## src/rtl/i3c_tx_serializer.sv

```systemverilog
// I3C controller SDA transmit stage: serializes register-file bytes MSB first,
// or drives fixed/T-bit levels, advancing on SCL falling edges.
module i3c_tx_serializer #(
    parameter int   DATA_WIDTH = 8,
    parameter logic IDLE_SDA   = 1'b1
) (
    input  logic                  i_clk,
    input  logic                  i_rst_n,
    input  logic                  i_tx_en,
    input  logic [2:0]            i_tx_mode,
    input  logic [DATA_WIDTH-1:0] i_regf_data,
    input  logic                  i_scl_neg_edge,
    output logic                  o_sda,
    output logic                  o_tx_mode_done,
    output logic                  o_busy,
    output logic                  o_parity
);

    localparam int IDX_W = (DATA_WIDTH > 1) ? $clog2(DATA_WIDTH) : 1;
    localparam logic [IDX_W-1:0] IDX_MSB = IDX_W'(DATA_WIDTH - 1);

    typedef enum logic [1:0] {
        S_IDLE,
        S_LOAD,
        S_SHIFT,
        S_HOLD
    } state_t;

    localparam logic [2:0] MODE_ONE    = 3'b000;
    localparam logic [2:0] MODE_SERIAL = 3'b001;
    localparam logic [2:0] MODE_ZERO   = 3'b010;
    localparam logic [2:0] MODE_TBIT   = 3'b011;

    state_t                state_q,  state_d;
    logic                  sda_q,    sda_d;
    logic                  done_q,   done_d;
    logic                  busy_q,   busy_d;
    logic                  parity_q, parity_d;
    logic [IDX_W-1:0]      idx_q,    idx_d;
    logic [2:0]            mode_q,   mode_d;
    logic [DATA_WIDTH-1:0] shreg_q,  shreg_d;
    logic                  level;

    // Static SDA level for every non-serial mode; reserved modes idle high.
    always_comb begin
        level = 1'b1;
        case (mode_q)
            MODE_ONE:  level = 1'b1;
            MODE_ZERO: level = 1'b0;
            MODE_TBIT: level = parity_q;
            default:   level = 1'b1;
        endcase
    end

    always_comb begin
        // NOTE: every next-state value starts from its current register value so
        // no path through the case leaves a variable unassigned (no latches).
        state_d  = state_q;
        sda_d    = sda_q;
        done_d   = 1'b0;
        busy_d   = busy_q;
        parity_d = parity_q;
        idx_d    = idx_q;
        mode_d   = mode_q;
        shreg_d  = shreg_q;

        case (state_q)
            S_IDLE: begin
                if (i_tx_en) begin
                    mode_d  = i_tx_mode;
                    busy_d  = 1'b1;
                    state_d = S_LOAD;
                end
            end
            S_LOAD: begin
                if (mode_q == MODE_SERIAL) begin
                    shreg_d  = i_regf_data;
                    sda_d    = i_regf_data[DATA_WIDTH-1];
                    idx_d    = IDX_MSB;
                    parity_d = ~^i_regf_data;
                    state_d  = S_SHIFT;
                end else begin
                    sda_d   = level;
                    state_d = S_HOLD;
                end
            end
            S_SHIFT: begin
                if (i_scl_neg_edge) begin
                    if (idx_q == '0) begin
                        done_d  = 1'b1;
                        busy_d  = 1'b0;
                        state_d = S_IDLE;
                    end else begin
                        idx_d   = idx_q - IDX_W'(1);
                        shreg_d = shreg_q << 1;
                        sda_d   = shreg_q[DATA_WIDTH-2];
                    end
                end
            end
            S_HOLD: begin
                if (i_scl_neg_edge) begin
                    done_d  = 1'b1;
                    busy_d  = 1'b0;
                    state_d = S_IDLE;
                end
            end
            default: state_d = S_IDLE;
        endcase
    end

    // NOTE: state is updated with non-blocking assignments so every register
    // samples the pre-edge values computed above, independent of statement order.
    always_ff @(posedge i_clk) begin
        if (!i_rst_n) begin
            state_q  <= S_IDLE;
            sda_q    <= IDLE_SDA;
            done_q   <= 1'b0;
            busy_q   <= 1'b0;
            parity_q <= 1'b1;
            idx_q    <= IDX_MSB;
            mode_q   <= MODE_ONE;
            shreg_q  <= '0;
        end else begin
            state_q  <= state_d;
            sda_q    <= sda_d;
            done_q   <= done_d;
            busy_q   <= busy_d;
            parity_q <= parity_d;
            idx_q    <= idx_d;
            mode_q   <= mode_d;
            shreg_q  <= shreg_d;
        end
    end

    assign o_sda          = sda_q;
    assign o_tx_mode_done = done_q;
    assign o_busy         = busy_q;
    assign o_parity       = parity_q;

endmodule

```

## config.mk

```make
export PLATFORM = sky130hd
export DESIGN_NAME = i3c_tx_serializer
export DESIGN_NICKNAME = d
export VERILOG_FILES = /design/src/rtl/i3c_tx_serializer.sv
export SDC_FILE = /design/constraint.sdc
export NUM_CORES = 1
export LEC_CHECK = 0
export BUFFER_PORTS_ARGS = -buffer_cell sky130_fd_sc_hd__buf_4
export CAP_MARGIN = 10
export CORE_MARGIN = 3
export CORE_UTILIZATION = 50
export CTS_BUF_LIST = sky130_fd_sc_hd__clkbuf_4 sky130_fd_sc_hd__clkbuf_8
export DETAILED_ROUTE_END_ITERATION = 8
export PLACE_DENSITY = 0.73
export SLEW_MARGIN = 20
export SYNTH_ARGS = -nofsm -noshare
export SYNTH_HDL_FRONTEND = slang
export SYNTH_SLANG_ARGS = --single-unit
```

## constraint.sdc

```tcl
create_clock -name i_clk -period 2.4 [get_ports i_clk]
set_input_delay 0.36 -clock i_clk [delete_from_list [all_inputs] [get_ports i_clk]]
set_output_delay 0.36 -clock i_clk [all_outputs]
set_load 0.005 [all_outputs]
```

==> results_dict.tcl <==
set metrics [dict create \
    status "complete, no violations" \
    antenna_found_initial 0 \
    clk_latency_ps 290 \
    fin_util 0.6337 \
    p_per_area_nw_per_um2 972.7 \
    endpoint_kind "register" \
    vias 919 \
    timing.rr.start "state_q[0]$_SDFFE_PN0P_" \
    crit_path_start_kind "register" \
    ys_seq_area_frac 0.3447 \
    layout-drive-gt1-share 0.2158 \
    netlist_area_um2 1104 \
    final_hold_viol_count 0 \
    detail_route.first_pass.iterations 4 \
    worst_ir_drop_vdd_uv 484.1 \
    layout.nets 162 \
    setup_viol 0 \
    avgSynthCellArea_um2 9.120 \
    die_area_um2 2807 \
    clockBufferDepth 2 \
    ant_nets 0 \
    whs_path_depth 3 \
    worstMarginPinSlew_ps 432.2 \
    cts_resized 0 \
    synth_seq_cells 19 \
    core_area_um2 2022 \
    synth_cell_type_count 34 \
    cap_violations 0 \
    grt_pass1_vias 855 \
    hold_ws_ps 312.7 \
    hp-start "i_scl_neg_edge" \
    grt_pass1_wl_mm 3.670 \
    worstPathRequired_ps 2600 \
    nFillCells 175 \
    min_delay_worst_endpoint "o_tx_mode_done$_SDFF_PN0_" \
    wl_per_cell_um 13.02 \
    synth_edf_count 0 \
    yosys-top-cells-count "19 x dfxtp_1, 13 x nand2_1, 10 x nand3_1" \
    hold_path_class "in2reg" \
    worstPathCellList "inv_1 -> ha_1 -> clkinv_2 -> a2bb2oi_2 -> nor2_1 -> o211a_1" \
    totalPowerFinal_mw 1.246 \
    setup.worst_path.start "state_q[0]$_SDFFE_PN0P_" \
    final_cells 166 \
    yosys_warnings 0 \
    area_growth_pct 16.10 \
    path_class "reg2reg" \
    dp_hpwl_mm 1.624 \
    drtIter0Drc 9 \
    grt_usage 0.1759 \
    rsz0062_at_grt "false" \
    synth_top_area_share 0.3447 \
    drcViolationCount 0 \
    critPathTopFamily "compound AO/OA/AOI/OAI gates" \
    syn_nets 143 \
    setup_tns_ps 0 \
    cpPeakStageDelay_ps 380 \
    cts.clk_slew.worst_paths_ps 100 \
    design.portCount 19 \
    cts_setup_buffers 0 \
    max_freq_mhz 535.7 \
    rows 16 \
    initial_core_util 0.5458 \
    place_inst 162 \
    p_leak_nw 0.5816 \
    cts_sinks 19 \
    cp_slowest_cell "ha_1" \
    grt_max_degree 20 \
    die_w_um 52.98 \
    slew_viol_final 0 \
    worstReg2RegEnd "shreg_q[5]$_SDFFE_PN0P_" \
    yosys_most_used_dff "dfxtp_1" \
    timing.slew.headroom 0.7108 \
    cts_tree "built" \
    yosys.area.top_type "dfxtp_1" \
    path_max_fanout 9 \
    fin_skew_ps 2.593 \
    gp_congestion 0.7671 \
    r2r_cells 6 \
    cts-root-buf "clkbuf_4" \
    yosysMostFrequentCell "dfxtp_1" \
    ff2ff_setup_slack_ps 530 \
    antenna_cells 0 \
    path_buf_inv 2 \
    cts_buffers 3 \
    period_needed_ps 1867 \
    ys_top_cells_by_area "dfxtp_1 34%, ha_1 7.9%, mux2i_1 6.3%" \
    worstPathArrival_ps 2060 \
    vias_per_cell 5.536 \
    drt_wl_total_mm 2.162 \
    port_buffers 18 \
    synth_cells 121 \
    grt.overflow.total 0 \
    fin_crit_sh 0.7778 \
    die_y_um 52.98 \
    ctsHoldBuffers 0 \
    ys_async_sr_fraction 0 \
    h-tree-depth 1 \
]
==> state kept, by name (all words and copies together), names as in the netlist <==
register        flops
idx_q               3
mode_q              3
o_busy              1
o_parity            1
o_sda               1
o_tx_mode_done      1
shreg_q             7
state_q             2
==> area by class of cell <==
cell class                 count  area (um2)  share of cell area
clock buffer                   4       30.03             0.02344
inverter                       6       23.77             0.01855
multi-input combinational     91       670.6              0.5234
tap                           27       33.78             0.02637
timing repair buffer          19       142.6              0.1113
sequential                    19       380.4              0.2969
==> how the worst max path moves through the flow <==
stage	endpoint	slack, ps	depth (start not counted)
6_report	shreg_q[5]$_SDFFE_PN0P_	530	6
5_1_grt	shreg_q[5]$_SDFFE_PN0P_	370	6
4_1_cts	shreg_q[4]$_SDFFE_PN0P_	540	6
3_5_place_dp	shreg_q[4]$_SDFFE_PN0P_	550	6
3_3_place_gp	shreg_q[1]$_SDFFE_PN0P_	630	6
2_1_floorplan	o_busy$_SDFFE_PN0P_	820	7
==> power breakdown <==
| part | switching, mW | internal, mW | leakage (nW) |
|---|---|---|---|
| registers | 0.0633 | 0.412 | 0.156 |
| logic | 0.336 | 0.263 | 0.407 |
| clock network | 0.0957 | 0.0760 | 0.0184 |
==> per-layer routing <==
| layer | part of all wire | vias to the layer above | track usage |
|---|---|---|---|
| li1 | - | 473 | - |
| met1 | 0.46 | 424 | 0.2209 |
| met2 | 0.48 | 18 | 0.2955 |
| met3 | 0.040 | 4 | 0.02535 |
| met4 | 0.012 | 0 | 0.07660 |
| met5 | 0 | - | 0 |
==> placed cells by master (no fill, tap or decap), types with 2 or more instances in the layout <==
| cell | instances |
|---|---|
| buf_4 | 19 |
| nor4_1 | 2 |
| a21boi_0 | 5 |
| o21ai_0 | 7 |
| mux2i_1 | 7 |
| nor2b_1 | 2 |
| nand3_1 | 10 |
| nand2_1 | 13 |
| o211ai_1 | 2 |
| a21oi_1 | 3 |
| nor2_1 | 3 |
| xnor2_1 | 6 |
| nand2b_1 | 3 |
| nor3_1 | 2 |
| o211a_1 | 6 |
| clkbuf_4 | 4 |
| dfxtp_1 | 19 |
| inv_1 | 5 |
| ha_1 | 7 |
==> through the flow <==
step                instance area, um2  worst slack (ps)
floorplan                         1104             815.3
global placement                  1251             626.4
detailed placement                1251             552.3
CTS                               1281             538.0
global route                      1281             365.2
finish                            1281             533.2
==> worst reg2reg max path, cell delays in order, from the launching register on <==
cell and delay, ps:
dfxtp_1 360, inv_1 110, ha_1 380, clkinv_2 200, a2bb2oi_2 300, nor2_1 190
o211a_1 240
==> cell families (layout without fill, tap and decap cells) <==
family                     Yosys count  count (layout)  synth area share
buffers and inverters               11              29           0.04762
adders and majority gates            7               7           0.07936
xor gates and xnor gates             7               7           0.05556
AOI/OAI and AO/OA                   29              29            0.2075
muxes                                7               7           0.06349
DFF                                 19              19            0.3447
and+or+nand+nor                     41              41            0.2018
Power figures use the tool's default switching activity.
